$ cat src/rtl/mem_port_sequencer.sv
// Shares one req/ack memory bus between the instruction-fetch port and the load/store port.
// Optional MEM_TIMEOUT_EN: aborts a bus transaction that stays unacknowledged for TIMEOUT_CYCLES.
module mem_port_sequencer #(
  parameter int                   WORD_SIZE      = 32,
  parameter int                   TIMEOUT_CYCLES = 255,
  parameter logic [WORD_SIZE-1:0] ERR_DATA       = 32'hDEADBEEF
) (
  input  logic                 clk,
  input  logic                 reset_n,
  input  logic                 fetch_req,
  input  logic [WORD_SIZE-1:0] fetch_addr,
  input  logic                 data_req,
  input  logic                 data_we,
  input  logic [WORD_SIZE-1:0] data_addr,
  input  logic [WORD_SIZE-1:0] data_wdata,
  output logic [WORD_SIZE-1:0] instr_out,
  output logic                 fetch_valid,
  output logic [WORD_SIZE-1:0] data_rdata,
  output logic                 data_done,
  output logic                 stall,
  output logic                 bus_req,
  output logic                 bus_we,
  output logic [WORD_SIZE-1:0] bus_addr,
  output logic [WORD_SIZE-1:0] bus_wdata,
  input  logic                 bus_ack,
  input  logic [WORD_SIZE-1:0] bus_rdata,
  output logic                 bus_err
);

  typedef enum logic [1:0] {
    IDLE  = 2'd0,
    FETCH = 2'd1,
    DATA  = 2'd2
  } state_t;

  state_t                 state_reg, state_next;
  logic                   bus_we_reg, bus_we_next;
  logic [WORD_SIZE-1:0]   bus_addr_reg, bus_addr_next;
  logic [WORD_SIZE-1:0]   bus_wdata_reg, bus_wdata_next;
  logic [WORD_SIZE-1:0]   instr_reg, instr_next;
  logic [WORD_SIZE-1:0]   rdata_reg, rdata_next;
  logic                   fetch_valid_reg, fetch_valid_next;
  logic                   data_done_reg, data_done_next;
  logic                   bus_err_reg, bus_err_next;

  logic fetch_elig;
  logic data_elig;
  logic busy;
  logic ack_hit;
  logic timeout_hit;

  // A request whose done pulse is showing this cycle was just served; don't re-issue it.
  assign fetch_elig = fetch_req & ~fetch_valid_reg;
  assign data_elig  = data_req & ~data_done_reg;
  assign busy       = (state_reg != IDLE);
  assign ack_hit    = busy & bus_ack;

`ifdef MEM_TIMEOUT_EN
  localparam int CNT_W = ($clog2(TIMEOUT_CYCLES + 1) > 8) ? $clog2(TIMEOUT_CYCLES + 1) : 8;
  localparam logic [CNT_W-1:0] LAST_WAIT = CNT_W'(TIMEOUT_CYCLES - 1);

  logic [CNT_W-1:0] wait_cnt_reg, wait_cnt_next;

  // An ack arriving on the final wait cycle takes precedence over the abort.
  assign timeout_hit = busy & ~bus_ack & (wait_cnt_reg == LAST_WAIT);

  always_comb begin
    wait_cnt_next = wait_cnt_reg;
    if (!busy) begin
      wait_cnt_next = '0;
    end else if (!bus_ack) begin
      wait_cnt_next = wait_cnt_reg + 1'b1;
    end
  end

  always_ff @(posedge clk or negedge reset_n) begin
    if (!reset_n) begin
      wait_cnt_reg <= '0;
    end else begin
      wait_cnt_reg <= wait_cnt_next;
    end
  end
`else
  logic unused_timeout_cfg;
  assign unused_timeout_cfg = ^{TIMEOUT_CYCLES, ERR_DATA};
  assign timeout_hit        = 1'b0;
`endif

  // State and datapath registers.
  always_ff @(posedge clk or negedge reset_n) begin
    if (!reset_n) begin
      state_reg       <= IDLE;
      bus_we_reg      <= 1'b0;
      bus_addr_reg    <= '0;
      bus_wdata_reg   <= '0;
      instr_reg       <= '0;
      rdata_reg       <= '0;
      fetch_valid_reg <= 1'b0;
      data_done_reg   <= 1'b0;
      bus_err_reg     <= 1'b0;
    end else begin
      state_reg       <= state_next;
      bus_we_reg      <= bus_we_next;
      bus_addr_reg    <= bus_addr_next;
      bus_wdata_reg   <= bus_wdata_next;
      instr_reg       <= instr_next;
      rdata_reg       <= rdata_next;
      fetch_valid_reg <= fetch_valid_next;
      data_done_reg   <= data_done_next;
      bus_err_reg     <= bus_err_next;
    end
  end

  // Next-state logic: data has strict priority over fetch.
  always_comb begin
    state_next = state_reg;
    unique case (state_reg)
      IDLE: begin
        if (data_elig) begin
          state_next = DATA;
        end else if (fetch_elig) begin
          state_next = FETCH;
        end
      end
      FETCH, DATA: begin
        if (ack_hit || timeout_hit) begin
          state_next = IDLE;
        end
      end
      default: state_next = IDLE;
    endcase
  end

  // Datapath next values: latch the request on issue, capture the response on completion.
  always_comb begin
    bus_we_next      = bus_we_reg;
    bus_addr_next    = bus_addr_reg;
    bus_wdata_next   = bus_wdata_reg;
    instr_next       = instr_reg;
    rdata_next       = rdata_reg;
    fetch_valid_next = 1'b0;
    data_done_next   = 1'b0;
    bus_err_next     = 1'b0;
    unique case (state_reg)
      IDLE: begin
        if (data_elig) begin
          bus_addr_next  = data_addr;
          bus_we_next    = data_we;
          bus_wdata_next = data_wdata;
        end else if (fetch_elig) begin
          bus_addr_next = fetch_addr;
          bus_we_next   = 1'b0;
        end
      end
      FETCH: begin
        if (ack_hit) begin
          instr_next       = bus_rdata;
          fetch_valid_next = 1'b1;
        end else if (timeout_hit) begin
          instr_next       = ERR_DATA;
          fetch_valid_next = 1'b1;
          bus_err_next     = 1'b1;
        end
      end
      DATA: begin
        if (ack_hit) begin
          if (!bus_we_reg) begin
            rdata_next = bus_rdata;
          end
          data_done_next = 1'b1;
          bus_we_next    = 1'b0;
        end else if (timeout_hit) begin
          if (!bus_we_reg) begin
            rdata_next = ERR_DATA;
          end
          data_done_next = 1'b1;
          bus_we_next    = 1'b0;
          bus_err_next   = 1'b1;
        end
      end
      default: begin
        bus_we_next = 1'b0;
      end
    endcase
  end

  // Outputs; bus_req follows the state so reset drops it immediately.
  always_comb begin
    bus_req     = busy;
    stall       = busy | data_elig | fetch_elig;
    bus_we      = bus_we_reg;
    bus_addr    = bus_addr_reg;
    bus_wdata   = bus_wdata_reg;
    instr_out   = instr_reg;
    data_rdata  = rdata_reg;
    fetch_valid = fetch_valid_reg;
    data_done   = data_done_reg;
    bus_err     = bus_err_reg;
  end

endmodule
$ cat config.mk
export PLATFORM = sky130hd
export DESIGN_NAME = mem_port_sequencer
export DESIGN_NICKNAME = d
export VERILOG_FILES = /design/src/rtl/mem_port_sequencer.sv
export SDC_FILE = /design/constraint.sdc
export NUM_CORES = 1
export LEC_CHECK = 0
export ABC_CLOCK_PERIOD_IN_PS = 1800
export CORE_UTILIZATION = 27
export DETAILED_ROUTE_END_ITERATION = 8
export GPL_TIMING_DRIVEN = 1
export PLACE_DENSITY = 0.57
export SYNTH_ARGS = -nofsm -noshare
export SYNTH_HDL_FRONTEND = slang
export SYNTH_SLANG_ARGS = --single-unit
$ cat constraint.sdc
create_clock -name clk -period 1.8 [get_ports clk]
set_clock_uncertainty 0.1 [all_clocks]
set_input_delay 0.45 -clock clk [delete_from_list [all_inputs] [get_ports clk]]
set_output_delay 0.45 -clock clk [all_outputs]
set_load 0.01 [all_outputs]
# Word-level counts from Yosys, hierarchy flattened
# Cells that the tools add are included.
# totals
in_bits	134
regBits	133
wordCells	45
out_inout_bits	134
# classes
reduce_logical	10
eq_ne	5
n_bitwise	9
muxes	13
# ops
op	count
$mux W32	2
$reduce_and A2 Y1	4
$mux W1	6
$mux W2	3
$reduce_and A3 Y1	2
$ne A2 B2 Y1 const B	2
$not A1 Y1	4
$pmux W2 S2	1
$reduce_bool A2 Y1	2
$and A1 B1 Y1	3
$ne A3 B3 Y1 const B	1
$pmux W1 S3	1
$eq A2 B1 Y1 const B	1
$eq A2 B2 Y1 const B	1
$logic_not A2 Y1	1
$or A1 B1 Y1	2
$reduce_or A2 Y1	1

# Logic depth before layout (Yosys ltp)
# Gate-level depths: netlist of the first run.
# logic_depth
ltp_word	5
depth_mapped	6

# Least setup slack after synthesis of the first run
# No wires, ideal clock.
# synth_path
kind	register to register
startpoint	reg state_reg[1]
endpoint	reg rdata_reg[10], in the netlist data_rdata[10]
setup_time_ns	0.125
arrival_ns	1.655
synth_period_minus_slack_ns	1.880
required_ns	1.575
slack_ns	-0.080
stages_incl_launch_ff	7
path_cell_list	dfrtp_1 inv_1 ha_1 nand2b_4 nor3b_4 buf_6 mux2_2
# synth_via
elab_chain_len	3
word_cells_on_any_way	4
# synth_lines
item	line_no	rtl
from (decl)	36	state_t state_reg, state_next;
from (signal assigned)	102	state_reg <= state_next;
$reduce_bool A2 Y1	55	assign busy = (state_reg != IDLE);
$and A1 B1 Y1	56	assign ack_hit = busy & bus_ack;
$reduce_and A3 Y1 (no line) *	-	
to (signal assigned)	107	rdata_reg <= rdata_next;
to (decl)	41	logic [WORD_SIZE-1:0] rdata_reg, rdata_next;
# Mark *: on every way between the ends. The rest lies on a longest branch, timed or not.
# A chain may end at the register's enable or synchronous reset.

# Worst setup path after layout of the first run
# layout_path
startpoint	reg state_reg[0]
endpoint	reg rdata_reg[1], in the netlist data_rdata[1]
# The elaborated chain is that of the path after synthesis.

==> run summary, run 1 <==
Max IR drop VDD: 943 µV
core region area: 20500 µm²
Fin. Hold Viols: 0
Yosys top cell by area: dfrtp_1
dpl hpwl: 11.4 mm
Num Clock Sinks: 133
Seq. cell area: 3330 µm²
area of the multi-input gates: 2630 µm²
First-pass DRT Iterations: 6
DIE WIDTH: 148 µm
initial antenna violation count: 0
Setup crit end kind: register
n_diodes: 0
# placed instances: 889
Root Buffer: clkbuf_16
Max Freq: 528 MHz
largest net degree at the start of global routing: 43
#FFs+latches synth: 133
Clock power frac: 20.2%
combinational power share: 48.1%
first-pass GRT wire length: 26.5 mm
GP Congestion: 0.752
site row count: 52
final wirelength: 17.8 mm
setup ws final: -0.0953 ns
Synth area leaders: dfrtp_1 (58%), mux2_2 (20%), mux2_4 (14%)
Final nets: 799
Final period util: 105%
crit path max fanout: 8
ys flop type: dfrtp_1
Final Util: 49.1%
Max Buffers Root-to-Sink: 2
Skew-Pair Late Insertion Delay: 0.41 ns
Net Sw Frac: 32.6%
top-count cell post-synth: dfrtp_1
Tot GR Track Use: 16.1%
Hold WS: 0.382 ns
Power Dens Cells: 1670 nW/µm²
DRC: 0
non-filler cells, final: 943
Mapped Cells: 341
Post-synth ARST share: 100%
internal power: 11.3 mW
syn_area_per_cell: 16.8 µm²
# IOs: 268
clock-pin slew on the worst setup and hold paths: 0.07 ns
Max-Cap Viols: 0
H-tree Lvls: 4
Ys Warns: 0
starting density of the core: 28.0%
Critical Path RT: 2.01 ns
Post-synth EDFFs: 0
Setup CP Type: register to register
fillers: 1824
min cycle time layout: 1.90 ns
Final setup viols: 57
die footprint: 21800 µm²
Flop pwr share: 31.8%
DRT iter0 DRCs: 85
Leak Pwr: 4.89 nW
pre-CTS setup slack: -0.485 ns
type of origin of the critical path: register
RSZ-0062 raised after global routing: yes
status: finished, violations left
Slew Limit Fails: 0
sequential fraction of the synthesis area: 58.1%
CTS Buf Count: 17
Post-Syn Nets: 480
top-area cell type share of the netlist area: 58.1%
routed len/inst: 18.9 µm
Power Total: 16.8 mW
global route overflow: 0
IO Port Bufs: 266
Synth cell types: 28
Detail Route Antenna Nets: 0
crit path DAT: 2.11 ns
Vias/cell: 4.37
Worst Hold Class: register to register
Die Ht: 148 µm
via count: 4117
Cell Area, Synth: 5730 µm²
layout cells sized above 1: 38.2%
failing checks: negative setup slack
TritonCTS clock tree: done
Net Switching: 5.48 mW
vias in the first global route: 4579
Post-synth top cells: dfrtp_1 (133), mux2_2 (104), mux2_4 (52)
Layout area overhead: 75.4%
==> critical path, stage by stage (launching register included) <==
cell and delay (ns):
dfrtp_1 0.39, inv_2 0.09, buf_6 0.12, buf_6 0.10
ha_4 0.10, nor3b_4 0.17, buf_6 0.15, buf_12 0.12
buf_16 0.14, mux2_4 0.30
==> metal layers <==
layer | GRT usage (%) | share of wire, % | up-vias
li1 | - | - | 1851
met1 | 18.3 | 41 | 2086
met2 | 27.7 | 50 | 168
met3 | 6.20 | 8.4 | 12
met4 | 5.31 | 0.96 | 0
met5 | 0 | 0 | -
==> cells in the final DEF, fill, tap and decap left out, drive strengths merged <==
cell	instances
nor4b	1
dlymetal6s2s	1
dlygate4sd2	129
nand3b	1
buf	50
dlygate4sd3	1
a211o	1
nand2b	3
clkinvlp	1
a21o	1
and4	1
clkbuf	21
bufbuf	1
clkdlybuf4s15	1
and2	1
and2b	1
o32ai	1
clkdlybuf4s50	131
o211ai	1
clkinv	4
nand3	2
mux2	160
conb	1
nand2	2
nor3b	1
ha	5
dfrtp	133
a21oi	1
o21bai	1
a22oi	1
inv	14
==> through the flow <==
step	instance area (µm²)	setup TNS [ns]
after floorplan	5740	-0.148
after global placement	8870	-38.55
after detailed placement	8870	-40.00
after CTS	9800	-5.29
after global routing	10100	-6.91
final	10100	-2.29
==> kinds of logic after synthesis <==
logic type | count (synthesis) | synth area share, %
AND/OR/NAND/NOR | 13 | 1.77
multiplexers | 160 | 34.8
adder cells (fa/ha/maj) | 5 | 1.09
other | 1 | 0.0654
buffers and inverters | 22 | 3.08
flip-flops | 133 | 58.1
AO/OA/AOI/OAI | 7 | 1.11
==> worst paths after layout <==
path	from	depth (start not counted)	to	slack [ns]
max	state_reg[0]	9	data_rdata[1]	-0.1
min	bus_addr[2]	1	bus_addr[2]	0.38
max reg2reg	state_reg[0]	9	data_rdata[1]	-0.1
min reg2reg	bus_addr[2]	1	bus_addr[2]	0.38
max in group asynchronous	reset_n	3	bus_we	0.58
min in group asynchronous	reset_n	2	data_rdata[6]	0.40
==> timing repair <==
| action | CTS | global route |
|---|---|---|
| endpoints found under the hold margin | 37 | 0 |
| pin swaps | 2 | 3 |
| hold buffers | 1 | 0 |
| resized for setup | 211 | 60 |
| buffers inserted | 7 | 7 |
| gates cloned | 7 | 4 |
| setup endpoints to repair | 212 | 118 |
==> final cells by class <==
| class | count | area share (%) |
|---|---|---|
| sequential | 133 | 33.1 |
| timing repair buffer | 317 | 31.5 |
| multi-input combinational | 186 | 26.1 |
| clock buffer | 18 | 4.37 |
| tap | 270 | 3.36 |
| clock inverter | 14 | 1.31 |
| inverter | 5 | 0.187 |
==> power groups by stage <==
stage | Sequential [mW] | Combinational [mW] | Clock (mW)
2_1_floorplan | 5.98 | 2.89 | 0
3_3_place_gp | 5.31 | 7.70 | 0
3_5_place_dp | 5.38 | 7.78 | 0
4_1_cts | 5.32 | 7.56 | 3.48
5_1_grt | 5.54 | 8.58 | 3.62
6_report | 5.34 | 8.08 | 3.39
Note: power is estimated with default switching activity, not from simulation.
==> run 2, diff against run 1 <==
ABC_CLOCK_PERIOD_IN_PS = 2000   (was 1800)
PLACE_DENSITY = 0.55   (was 0.57)
clock period = 2 ns   (was 1.8 ns; I/O delays follow)
==> run 2 against run 1 <==
The run now ends clean. Register-to-register slack improved by 0.23 ns. Global-route usage fell by 1.5 points. Combinational power is 14% lower. Total power decreased by 11%. Utilization fell by 2.7 points. Final area fell by 5.5%. Highest routed layer unchanged. Via count decreased by 4.3%. Wire length shrank 13%. Final cell count fell by 2.9%. Critical path depth is 8 lower.
==> run summary, run 2 (synthesis gave the netlist of run 1 again) <==
IO Port Bufs: 266
Setup TNS: 0 ns
kind of cell adding the most delay to the critical path: buffers and inverters
n_diodes: 0
Final setup viols: 0
DIE WIDTH: 148 µm
clock-pin slew on the worst setup and hold paths: 0.06 ns
Final period util: 97.2%
most frequent cells in the layout: clkdlybuf4s50_1 (254), dfrtp_1 (133), mux2_2 (104), mux2_4 (52), clkbuf_16 (18)
core region area: 20500 µm²
die footprint: 21800 µm²
Slew Limit Fails: 0
type of origin of the critical path: register
layout cells sized above 1: 34.5%
GP Congestion: 0.770
vias in the first global route: 4449
Leak Pwr: 4.17 nW
global route overflow: 0
Power Dens Cells: 1570 nW/µm²
Buf/Inv on CP: 1
commonest non-fill, non-tap cell in the layout: clkdlybuf4s50_1
Vias/cell: 4.30
Slowest-stage cell, CP: clkdlybuf4s50_1
Die Ht: 148 µm
Detail Route Antenna Nets: 0
Worst Hold Class: register to register
Fin. Hold Viols: 0
starting density of the core: 28.0%
Max Buffers Root-to-Sink: 2
Max Freq: 514 MHz
first-pass GRT wire length: 24.6 mm
via count: 3940
Setup crit end kind: output port
status: finished, final reports clean
Area after DPL: 8820 µm²
Layout area overhead: 65.6%
crit path max fanout: 2
TritonCTS clock tree: done
Tot GR Track Use: 14.6%
dpl hpwl: 11.3 mm
# IOs: 268
routed len/inst: 17.0 µm
First-pass DRT Iterations: 4
final wirelength: 15.6 mm
final instance area: 9500 µm²
site row count: 52
Max IR drop VDD: 741 µV
Max-Cap Viols: 0
CP max stage delay: 0.58 ns
Critical Path RT: 1.40 ns
DRC: 0
Num Clock Sinks: 133
largest net degree at the start of global routing: 37
Root Buffer: clkbuf_16
CTS Buf Count: 17
Setup CP Type: register to output port
Final nets: 772
worst-path cell chain: clkdlybuf4s50_1
Skew-Pair Late Insertion Delay: 0.41 ns
initial antenna violation count: 0
min cycle time layout: 1.94 ns
DRT iter0 DRCs: 75
crit path DAT: 1.34 ns
H-tree Lvls: 4
==> run 2: cell count changes in the layout (fill, tap and decap cells not counted), moves of 3 or more <==
cell,change
buf_16,-4
dlygate4sd2_1,-126
buf_4,-8
dlymetal6s2s_1,+5
mux2_2,+85
ha_1,+3
clkdlybuf4s50_1,+123
buf_6,-9
clkinv_4,-4
mux2_4,-85
==> run 2: where the power goes <==
group | internal (mW) | switching [mW] | leakage (nW)
logic | 4.42 | 2.51 | 2.28
clock network | 1.91 | 1.30 | 0.290
registers | 4.06 | 0.727 | 1.60
total | 10.4 | 4.53 | 4.17
==> run 2: worst paths after layout <==
kind / to / slack, ns / cells past startpoint / start
min in group asynchronous: instr_out[2] / 0.45 / 2 / reset_n
worst max-delay path: data_rdata[22] / 0.06 / 1 / data_rdata[22]
worst min register to register: bus_addr[4] / 0.39 / 1 / bus_addr[4]
max in group asynchronous: instr_out[11] / 0.80 / 3 / reset_n
worst max register to register: instr_out[14] / 0.13 / 7 / state_reg[0]
worst min-delay path: bus_addr[4] / 0.39 / 1 / bus_addr[4]
==> run 2: per-stage QoR <==
| stage | total power [mW] | worst slack, ns | instances | hold WS (ns) | util [%] |
|---|---|---|---|---|---|
| floorplan | 7.98 | 0.120 | 341 | 0.104 | - |
| global placement | 11.7 | -0.442 | 882 | 0.323 | 43.0 |
| detailed placement | 11.8 | -0.438 | 882 | 0.324 | 43.0 |
| CTS | 15.2 | 0.000409 | 915 | 0.391 | 46.1 |
| global route | 15.8 | -0.00465 | 916 | 0.401 | 46.3 |
| finish | 14.9 | 0.0556 | 916 | 0.389 | 46.3 |
==> run 2: layer usage <==
| layer | track usage, % | share of wire [%] | routed length [µm] |
|---|---|---|---|
| met1 | 16.7 | 39 | 5990 |
| met2 | 24.7 | 50 | 7780 |
| met3 | 6.88 | 11 | 1670 |
| met4 | 3.56 | 0.72 | 112 |
| met5 | 0 | 0 | 0 |
==> run 2: layout make-up <==
| cell class | count | area [µm²] |
|---|---|---|
| timing repair buffer | 290 | 2950 |
| clock buffer | 18 | 439 |
| tap | 270 | 338 |
| clock inverter | 14 | 165 |
| fill | 1855 | 11000 |
| sequential | 133 | 3330 |
| inverter | 5 | 18.8 |
| multi-input combinational | 186 | 2260 |
==> run 2: repair_timing <==
action / CTS / global route
gates cloned: 0 / 1
endpoints found under the hold margin: 29 / 0
gates resized for setup: 15 / 12
endpoints found under the setup margin: 5 / 39
setup buffers: 0 / 0
pin swaps: 0 / 0
hold buffers: 1 / 0
